--- config.mk ---
export PLATFORM = sky130hd
export DESIGN_NAME = ram_rr_scheduler
export DESIGN_NICKNAME = d
export VERILOG_FILES = /design/src/rtl/ram_rr_scheduler.sv
export SDC_FILE = /design/constraint.sdc
export NUM_CORES = 1
export LEC_CHECK = 0
export ABC_AREA = 1
export CAP_MARGIN = 20
export CORE_UTILIZATION = 41
export CTS_BUF_LIST = sky130_fd_sc_hd__clkbuf_8
export DETAILED_ROUTE_END_ITERATION = 10
export GPL_TIMING_DRIVEN = 0
export PLACE_DENSITY_LB_ADDON = 0.3
export SLEW_MARGIN = 20
export SYNTH_ARGS = -nofsm -noshare
export SYNTH_HDL_FRONTEND = slang
export SYNTH_SLANG_ARGS = --single-unit
--- constraint.sdc ---
create_clock -name Clk -period 1.7 [get_ports Clk]
set_input_delay 0.51 -clock Clk [delete_from_list [all_inputs] [get_ports Clk]]
set_output_delay 0.51 -clock Clk [all_outputs]
set_load 0.02 [all_outputs]
--- src/rtl/ram_rr_scheduler.sv ---
// Round-robin arbiter sharing one 8-bit RAM between NREQ bus masters.
// Grants are registered, bursts are bounded, and read data is routed back by a tag that follows the RAM pipeline.
module ram_rr_scheduler #(
  parameter int NREQ      = 3,
  parameter int MAX_BURST = 8
) (
  input  logic                 Clk,
  input  logic                 Rst_n,
  input  logic [NREQ-1:0]      Req,
  input  logic [NREQ-1:0]      Lock,
  input  logic [NREQ-1:0]      Req_Wr,
  input  logic [NREQ-1:0][7:0] Req_Addr,
  input  logic [NREQ-1:0][7:0] Req_Data,
  output logic [NREQ-1:0]      Gnt,
  output logic [NREQ-1:0]      Rd_Valid,
  output logic [7:0]           Rd_Data,
  output logic                 Busy,
  output logic                 RAM_Cs,
  output logic                 RAM_Wen,
  output logic                 RAM_Oen,
  output logic [7:0]           RAM_Address,
  output logic [7:0]           RAM_DataIn,
  input  logic [7:0]           RAM_DataOut,
  output logic [1:0]           dbg_state
);

  localparam logic [1:0] ST_IDLE  = 2'd0;
  localparam logic [1:0] ST_GRANT = 2'd1;
  localparam logic [1:0] ST_GAP   = 2'd2;

  // Handshake: a requester holds Req (level) until it sees Gnt; every cycle
  // where Gnt[i] and Req[i] are both high at a clock edge is one RAM access,
  // with Req_Wr/Req_Addr/Req_Data sampled on that same edge.

  logic [1:0]      state;
  logic [1:0]      owner;
  logic [1:0]      ptr;
  logic [7:0]      burst_cnt;

  logic            s1_v;
  logic [1:0]      s1_tag;
  logic            s2_v;
  logic [1:0]      s2_tag;

  logic            pick_found;
  logic [1:0]      pick_idx;
  logic [1:0]      cand;
  logic [NREQ-1:0] pick_oh;
  logic [NREQ-1:0] owner_oh;
  logic [NREQ-1:0] s2_oh;
  logic            others;
  logic            req_own;
  logic            lock_own;
  logic            issue;
  logic [8:0]      cnt_next;
  logic            at_max;
  logic [1:0]      ptr_adv;

  // Search starts at the rotating pointer and wraps, so the last owner goes to the back.
  always_comb begin
    pick_found = 1'b0;
    pick_idx   = ptr;
    cand       = 2'd0;
    for (int i = 0; i < NREQ; i++) begin
      cand = 2'((int'(ptr) + i) % NREQ);
      if (!pick_found && Req[cand]) begin
        pick_found = 1'b1;
        pick_idx   = cand;
      end
    end
  end

  assign pick_oh  = NREQ'(1) << pick_idx;
  assign owner_oh = NREQ'(1) << owner;
  assign s2_oh    = NREQ'(1) << s2_tag;
  assign others   = |(Req & ~owner_oh);
  assign req_own  = Req[owner];
  assign lock_own = Lock[owner];
  assign issue    = (state == ST_GRANT) && req_own;
  assign cnt_next = {1'b0, burst_cnt} + 9'd1;
  assign at_max   = (cnt_next == 9'(MAX_BURST));
  assign ptr_adv  = (owner == 2'(NREQ - 1)) ? 2'd0 : owner + 2'd1;

  assign Busy      = (state != ST_IDLE) | s1_v | s2_v;
  assign dbg_state = state;

  always_ff @(posedge Clk or negedge Rst_n) begin
    if (!Rst_n) begin
      state     <= ST_IDLE;
      owner     <= 2'd0;
      ptr       <= 2'd0;
      burst_cnt <= 8'd0;
      Gnt       <= '0;
    end else begin
      case (state)
        ST_IDLE: begin
          burst_cnt <= 8'd0;
          if (pick_found) begin
            state <= ST_GRANT;
            owner <= pick_idx;
            Gnt   <= pick_oh;
          end
        end
        ST_GRANT: begin
          // The access on the final granted edge still completes; Gnt drops on that same edge.
          if (!req_own || (others && (!lock_own || at_max))) begin
            state     <= ST_GAP;
            Gnt       <= '0;
            ptr       <= ptr_adv;
            burst_cnt <= 8'd0;
          end else if (at_max) begin
            burst_cnt <= 8'd0;
          end else begin
            burst_cnt <= cnt_next[7:0];
          end
        end
        ST_GAP: begin
          burst_cnt <= 8'd0;
          if (pick_found) begin
            state <= ST_GRANT;
            owner <= pick_idx;
            Gnt   <= pick_oh;
          end else begin
            state <= ST_IDLE;
          end
        end
        default: begin
          state     <= ST_IDLE;
          Gnt       <= '0;
          burst_cnt <= 8'd0;
        end
      endcase
    end
  end

  always_ff @(posedge Clk or negedge Rst_n) begin
    if (!Rst_n) begin
      RAM_Cs      <= 1'b0;
      RAM_Wen     <= 1'b1;
      RAM_Oen     <= 1'b1;
      RAM_Address <= 8'd0;
      RAM_DataIn  <= 8'd0;
    end else if (issue) begin
      RAM_Cs      <= 1'b1;
      RAM_Wen     <= ~Req_Wr[owner];
      RAM_Oen     <= Req_Wr[owner];
      RAM_Address <= Req_Addr[owner];
      RAM_DataIn  <= Req_Data[owner];
    end else begin
      RAM_Cs  <= 1'b0;
      RAM_Wen <= 1'b1;
      RAM_Oen <= 1'b1;
    end
  end

  // Stage 1 aligns with the RAM strobes, stage 2 with RAM_DataOut; the tag rides along.
  always_ff @(posedge Clk or negedge Rst_n) begin
    if (!Rst_n) begin
      s1_v     <= 1'b0;
      s1_tag   <= 2'd0;
      s2_v     <= 1'b0;
      s2_tag   <= 2'd0;
      Rd_Valid <= '0;
      Rd_Data  <= 8'd0;
    end else begin
      s1_v     <= issue & ~Req_Wr[owner];
      s1_tag   <= owner;
      s2_v     <= s1_v;
      s2_tag   <= s1_tag;
      Rd_Valid <= s2_v ? s2_oh : '0;
      if (s2_v) begin
        Rd_Data <= RAM_DataOut;
      end
    end
  end

endmodule

# Yosys cells after proc, flatten, opt, wreduce, memory -nomap -nowiden
# Index checks and enable logic that the tools add are counted.
# totals
n_memories	0
inputBits	67
rom_bits	0
wordCells	98
ram_bits	0
register_bits	53
latchBits	0
out_inout_bits	36
# op_classes
n_mux	37
n_div	3
n_bitwise	6
n_eq_ne	7
add_sub_neg	4
shift	3
reduce_logical	18
mul	0
magnitude_cmp	4
# ops
op	count
32-bit by 3-bit remainder unit with 32-bit output, second input constant	2
8-bit two-way mux	5
8-bit binary-select mux with 2-bit select	2
3-bit by 3-bit remainder unit with 32-bit output, second input constant	1
1-bit two-way mux	13
1-bit binary-select mux with 2-bit select	6
2-bit by 3-bit < comparator with 1-bit output, second input constant	4
2-bit two-way mux	6
8-bit by 1-bit adder with 9-bit output, second input constant	1
9-bit by 4-bit equality test with 1-bit output, second input constant	1
3-bit two-way mux	3
1-bit by 2-bit << shifter with 3-bit output, first input constant	3
2-bit AND reduction	4
2-bit case mux with 3 select lines	1
3-bit case mux with 2 select lines	1
2-bit equality test, second input constant	2
1-bit logical AND	4
1-bit logical NOT	4
2-bit by 1-bit != test with 1-bit output, second input constant	2
2-bit by 1-bit adder with 3-bit output, second input constant	1
2-bit by 2-bit adder with 3-bit output, second input constant	1
3-bit bitwise AND	1
3-bit inverter	1
3-bit OR reduction	1
other kinds (10)	12

# Longest topological paths before layout
# Gate-level depths: netlist of run 1.
# depth
ltp_word	13
ltp_mapped	14

# Worst setup path before layout of run 1
# OpenSTA, ideal clock, no wires.
# synth_path
kind	register to register
start	reg ptr[0]
end	reg owner[0]
t_arrival_ps	1567
setup_time_ps	126
synth_period_minus_slack_ps	1693
path_stages_with_launch	13
path_buffers	0
path_slack_ps	7
t_required_ps	1574
path_cell_list	dfrtp_1 inv_1 ha_1 inv_1 nand2_1 o21ai_0 nor2_1 nor2_1 inv_1 nand2_1 inv_1 nand2_1 o21ai_0
# synth_via
elab_chain_len	11
# synth_lines
item	line_no	rtl
start, declared	37	logic [1:0] ptr;
start signal, assigned	109	ptr <= ptr_adv;
branches (longest 11 deep; another with 32-bit by 3-bit remainder unit with 32-bit output)	-	
end signal, assigned	100	owner <= pick_idx;
end signal, assigned	121	owner <= pick_idx;
end, declared	36	logic [1:0] owner;
# Parallel ways; which one is timed is not known. The select of a mux whose other input is x is not followed.
# A chain may end at the register's enable or synchronous reset.

# Final worst setup path of run 1
# layout_path
start	reg burst_cnt[0]
end	reg ptr[1]
# layout_via
elab_chain_len	6
# layout_lines
item	line_no	rtl
start, declared	38	logic [7:0] burst_cnt;
start signal, assigned	114	burst_cnt <= cnt_next[7:0];
8-bit by 1-bit adder with 9-bit output	80	assign cnt_next = {1'b0, burst_cnt} + 9'd1;
9-bit by 4-bit equality test with 1-bit output	81	assign at_max = (cnt_next == 9'(MAX_BURST));
1-bit logical OR	106	if (!req_own || (others && (!lock_own || at_max))) begin
1-bit logical AND	106	
1-bit logical OR	106	
2-bit AND reduction (no source line)	-	
# No other way between the ends.

==> results of run 1 <==
sequential cells by signal (all words and copies together), names as in the netlist:
name / cells
s1_tag: 2
Rd_Data: 8
dbg_state: 2
RAM_DataIn: 8
ptr: 2
Gnt: 3
RAM_Oen: 1
RAM_Address: 8
RAM_Wen: 1
s2_v: 1
burst_cnt: 8
Rd_Valid: 3
RAM_Cs: 1
s2_tag: 2
s1_v: 1
owner: 2
power breakdown:
part / internal (µW) / total [µW] / switching [µW]
Combinational: 1570 / 3910 / 2350
Sequential: 1750 / 2030 / 285
Clock: 437 / 849 / 412
Total: 3750 / 6800 / 3050
synth_stat cells (all sizes together):
cell type	number	area, µm²
a21oi	5	28.8
a41oi	16	140
buf	4	25.0
clkbuf	5	18.8
clkinv	2	7.51
dfrtp	51	1280
dfstp	2	52.6
ha	5	62.6
inv	29	111
nand2	140	571
nand3	25	140
nand3b	1	7.51
nand4	2	12.5
nor2	35	144
nor3	3	20.0
nor3b	1	7.51
o21ai	6	33.8
o221ai	2	23.8
worst register-to-register path: cells and delay by family, from the launching register on:
family / cells / cell delay, ns
flip-flops: 1 / 0.45
AND/OR/NAND/NOR: 12 / 0.92
adder cells (fa/ha/maj): 1 / 0.21
buffers and inverters: 1 / 0.08
final timing paths:
path	from	endpoint	slack, ns	cells after the start
setup / recovery	burst_cnt[0]	ptr[1]	-0.03	14
hold / removal	Rst_n	Rd_Data[2]	0.22	1
setup reg to reg	burst_cnt[0]	ptr[1]	-0.03	14
hold reg to reg	s1_tag[0]	s2_tag[0]	0.36	0
max in group asynchronous	Rst_n	ptr[1]	0.99	1
min in group Clk	s1_tag[0]	s2_tag[0]	0.36	0
repair_timing:
item / 4_1_cts / 5_1_grt
endpoints found under the setup margin: 71 / 30
pin swaps: 5 / 17
setup buffers: 9 / 9
resized for setup: 68 / 50
cell families (layout without fill, tap and decap cells):
family | after synthesis | count (layout) | share of synthesized area (%)
AO/OA/AOI/OAI | 29 | 29 | 8.44
adder cells (fa/ha/maj) | 5 | 5 | 2.33
buffers and inverters | 40 | 166 | 6.06
flip-flops | 53 | 53 | 49.5
AND/OR/NAND/NOR | 207 | 207 | 33.6
layout make-up:
cell class                 count  area [µm²]
buffer                         7        48.8
clock buffer                   5        68.8
clock inverter                 3        42.5
fill                         502        2120
inverter                      31         131
multi-input combinational    241        1390
sequential                    53        1330
tap                           77        96.3
timing repair buffer         120        1120
routing by layer:
layer  GRT usage (%)  up-vias
met5               0        -
met4            6.90        0
met3            3.58       18
met2            38.6       80
met1            24.9     1266
li1                -     1332
stage by stage:
stage	instance area [µm²]	TNS, ns	worst slack [ns]	total power (µW)	hold WS, ns
6_report	4230	-0.193	-0.0345	6800	0.217
3_3_place_gp	3800	-89.72	-1.44	5380	0.333
3_5_place_dp	3800	-15.70	-0.580	5480	0.340
2_1_floorplan	2680	0	0.00688	4070	0.214
4_1_cts	4000	0	0.00713	6350	0.243
5_1_grt	4230	-1.82	-0.168	7260	0.279
==> impl_metrics.env, run 1 <==
export IMPL_status="finished, violations left"
export IMPL_failed_checks="negative setup slack"
export IMPL_crit_path_top_delay_cell="dfrtp_1"
export IMPL_cp_slowest_stage_delay_ns=0.45
export IMPL_cts_tree="yes"
export IMPL_wl_met2_um=3950
export IMPL_synth_cells=334
export IMPL_synth_cell_types=29
export IMPL_row_count=29
export IMPL_leakage_uw=0.00197
export IMPL_crit_type="flop to flop"
export IMPL_numCtsBuffers=5
export IMPL_nets=531
export IMPL_dr_wl_met3_um=336
export IMPL_drtIter0Drc=94
export IMPL_hp_class="primary input to async pin"
export IMPL_worst_pin_slew_ns=0.663
export IMPL_clock_sinks=53
export IMPL_drv_slew=0
export IMPL_slew_headroom_pct=55.8
export IMPL_layout_commonest_cell="nand2_1"
export IMPL_wl_per_cell_um=13.9
export IMPL_dp_cells=513
export IMPL_fp_dieW_um=82.9
export IMPL_clk_path_buf_depth=2
export IMPL_first_pass_iters=4
export IMPL_grt_setup_unrepaired="yes"
export IMPL_die_y_um=82.9
export IMPL_antenna_found_initial=0
export IMPL_via_per_inst=5.02
export IMPL_critPathTopFamily="simple AND/OR/NAND/NOR gates"
export IMPL_fin_crit_sh_pct=102
export IMPL_grt_ovfl_total=0
export IMPL_ys_ff_latch=53
export IMPL_num_vias=2696
export IMPL_grt_pass1_vias=2698
export IMPL_core_um2=6350
export IMPL_clock_latency_ns=0.31
export IMPL_io_pins=103
export IMPL_start_util_pct=42.2
export IMPL_postCtsHoldBufs=0
export IMPL_wirelength_um=7450
export IMPL_grt_max_degree=54
export IMPL_setup_viol_count_final=8
export IMPL_timing_critical_path_buf_inv=1
export IMPL_final_cells=537
export IMPL_min_period_ns=1.73
export IMPL_critPathLaunchType="flop"
export IMPL_fmax_mhz=577
export IMPL_die_area_um2=6870
export IMPL_clk_pin_slew_ns=0.10
export IMPL_syn_cell_area_um2=2680
export IMPL_worstPathArrival_ns=1.93
export IMPL_htreeDepth=2
export IMPL_root_buffer="clkbuf_8"
export IMPL_fin_util_pct=66.6
export IMPL_grt_pass1_wl_um=11800
export IMPL_drive_gt1_share_pct=22.6
export IMPL_power_density_nw_per_um2=1610
export IMPL_antenna_cells=0
export IMPL_maxCapViolCount=0
export IMPL_drt_met1_wl_um=2990
export IMPL_setup_slack_ns=-0.0345
export IMPL_drcViolationCount=0
export IMPL_path_cells="ha_4 > nand2_2 > inv_2 > nor2_1 > nor2_2 > nand2_1 > nor2_2 > nand3_2 > nand2_2 > nand2_4 > nand2_4 > nand2_4 > nand2_2 > nand2_1"
export IMPL_finalHoldViolCount=0
export IMPL_top_layer_used="met4"
export IMPL_place_congestion=0.825
export IMPL_ys_seq_area_share_pct=49.5
export IMPL_numPortBuffers=102
export IMPL_ant_nets=0
export IMPL_grt_use_total_pct=21.1
export IMPL_avgSynthCellArea_um2=8.03
export IMPL_peakVddDrop_mv=0.914
export IMPL_dp_hpwl_um=5040
export IMPL_critPathMaxFanout=4
export IMPL_worstPathRequired_ns=1.90
export IMPL_skew_ns=0.0132
export IMPL_crit_path_end_kind="flop"
export IMPL_syn_nets=406
export IMPL_ys_warn_count=0
export IMPL_syn2layout_area_growth_pct=57.6
export IMPL_final_cell_mix="nand2_1 (114), clkdlybuf4s50_1 (62), dfrtp_1 (48)"
No activity file was read; power rests on OpenSTA's default activity.
==> inputs of run 2 (changes only) <==
--- a/config.mk
+++ b/config.mk
@@ -7,7 +7,7 @@
 export LEC_CHECK = 0
 export ABC_AREA = 1
 export CAP_MARGIN = 20
-export CORE_UTILIZATION = 41
+export CORE_UTILIZATION = 49
 export CTS_BUF_LIST = sky130_fd_sc_hd__clkbuf_8
 export DETAILED_ROUTE_END_ITERATION = 10
 export GPL_TIMING_DRIVEN = 0
==> constraint.sdc (replaced) <==
create_clock -name Clk -period 2.2 [get_ports Clk]
set_input_delay 0.66 -clock Clk [delete_from_list [all_inputs] [get_ports Clk]]
set_output_delay 0.66 -clock Clk [all_outputs]
set_load 0.02 [all_outputs]
==> run 2 against run 1 <==
Effect of this change:
- the flow now finishes without violations
- first-iteration DRC count grew 82%
- die area shrank 16%
- register-to-register slack gained 0.29 ns
- sequential power shrank 23%
- clock-buffer cell count is the same
- largest power group unchanged
- highest routed layer unchanged
==> impl_metrics.env, run 2 (synthesis gave the netlist of run 1 again) <==
export IMPL_syn2layout_area_growth_pct=45.8
export IMPL_skew_ns=0.00790
export IMPL_crit_type="flop to primary output"
export IMPL_power_uw=4860
export IMPL_antenna_found_initial=0
export IMPL_num_vias=2637
export IMPL_power_density_nw_per_um2=1240
export IMPL_drv_slew=0
export IMPL_wl_per_cell_um=13.4
export IMPL_fin_util_pct=75.1
export IMPL_row_count=26
export IMPL_critPathTopFamily="buffers and inverters"
export IMPL_peakVddDrop_mv=0.805
export IMPL_grt_use_total_pct=25.3
export IMPL_cts_tree="yes"
export IMPL_clk_pin_slew_ns=0.10
export IMPL_grt_max_degree=54
export IMPL_ant_nets=0
export IMPL_clk_path_buf_depth=2
export IMPL_drtIter0Drc=171
export IMPL_final_area_um2=3910
export IMPL_path_cells="clkdlybuf4s50_1"
export IMPL_cp_slowest_stage_delay_ns=0.58
export IMPL_clock_sinks=53
export IMPL_slew_headroom_pct=55.0
export IMPL_drcViolationCount=0
export IMPL_worst_pin_slew_ns=0.675
export IMPL_fin_crit_sh_pct=94.6
export IMPL_io_pins=103
export IMPL_maxCapViolCount=0
export IMPL_critPathLaunchType="flop"
export IMPL_wirelength_um=6880
export IMPL_setup_slack_ns=0.120
export IMPL_min_period_ns=2.08
export IMPL_grt_pass1_wl_um=11700
export IMPL_root_buffer="clkbuf_8"
export IMPL_place_congestion=0.857
export IMPL_setup_viol_count_final=0
export IMPL_drive_gt1_share_pct=9.91
export IMPL_worstPathArrival_ns=1.42
export IMPL_htreeDepth=2
export IMPL_numCtsBuffers=5
export IMPL_finalHoldViolCount=0
export IMPL_grt_setup_unrepaired="no"
export IMPL_layout_commonest_cell="nand2_1"
export IMPL_critPathMaxFanout=1
export IMPL_r2r_setup_slack_ns=0.26
export IMPL_start_util_pct=51.5
export IMPL_hp_class="flop to flop"
export IMPL_fp_dieW_um=76.0
export IMPL_place_area_um2=3790
export IMPL_dp_slack_ns=-0.217
export IMPL_fmax_mhz=481
export IMPL_crit_path_top_delay_cell="clkdlybuf4s50_1"
export IMPL_core_um2=5200
export IMPL_numPortBuffers=102
export IMPL_grt_pass1_vias=2652
export IMPL_crit_path_end_kind="primary output"
export IMPL_grt_ovfl_total=0
export IMPL_die_y_um=76.0
export IMPL_clock_latency_ns=0.31
export IMPL_nets=515
export IMPL_leakage_uw=0.00177
export IMPL_dp_hpwl_um=5200
export IMPL_timing_critical_path_buf_inv=1
export IMPL_via_per_inst=5.13
export IMPL_worstPathRequired_ns=1.54
export IMPL_postCtsHoldBufs=0
export IMPL_status="complete, no violations"
export IMPL_die_area_um2=5770
export IMPL_antenna_cells=0
export IMPL_first_pass_iters=4
export IMPL_whs_ns=0.355
export IMPL_final_cell_mix="nand2_1 (130), clkdlybuf4s50_1 (100), dfrtp_1 (49)"
==> run 2: cell count changes in the layout (fill, tap and decap cells not counted), moves of 5 or more <==
cell             previous run  this run
inv_1                      20        26
dlygate4sd2_1              37         1
nor2_1                     25        30
clkdlybuf4s50_1            62       100
inv_2                       6         1
nand2_1                   114       130
buf_4                      18         5
nand2_2                    18         6
==> run 2: final timing paths <==
check | startpoint | to | cells past startpoint
setup / recovery | RAM_Oen | RAM_Oen | 1
hold / removal | s1_tag[1] | s2_tag[1] | 0
setup reg to reg | ptr[0] | owner[1] | 12
hold reg to reg | s1_tag[1] | s2_tag[1] | 0
max in group asynchronous | Rst_n | s2_v | 1
min in group asynchronous | Rst_n | Gnt[1] | 1
==> run 2: metrics by stage <==
| stage | instances | setup TNS [ns] |
|---|---|---|
| 4_1_cts | 514 | 0 |
| 2_1_floorplan | 334 | 0 |
| 5_1_grt | 514 | 0 |
| 3_3_place_gp | 506 | -57.53 |
| 6_report | 514 | 0 |
| 3_5_place_dp | 506 | -3.49 |
==> run 2: cell type report <==
type	instances	area [µm²]
Sequential cell	53	1330
Fill cell	407	1290
Multi-Input combinational cell	241	1200
Timing Repair Buffer	104	1030
Inverter	31	123
Tap cell	70	87.6
Clock buffer	5	68.8
Buffer	7	36.3
Clock inverter	3	28.8
==> run 2: repair_timing <==
| action | CTS | global route |
|---|---|---|
| gates resized for setup | 3 | 3 |
| buffers inserted | 2 | 0 |
| pin swaps | 0 | 0 |
| setup endpoints to repair | 1 | 5 |
==> run 2: per-layer routing <==
metal,global-route usage [%],share of wire [%],up-vias,routed length [µm]
li1,-,-,1293,-
met1,30.3,41,1230,2830
met2,44.2,51,100,3480
met3,5.75,5.8,14,400
met4,9.62,2.3,0,161
met5,0,0,-,0
==> run 2: power breakdown <==
part	internal [µW]	switching (µW)	total, µW
clock network	239	353	591
logic	1120	1570	2690
registers	1350	224	1570
total	2710	2150	4860
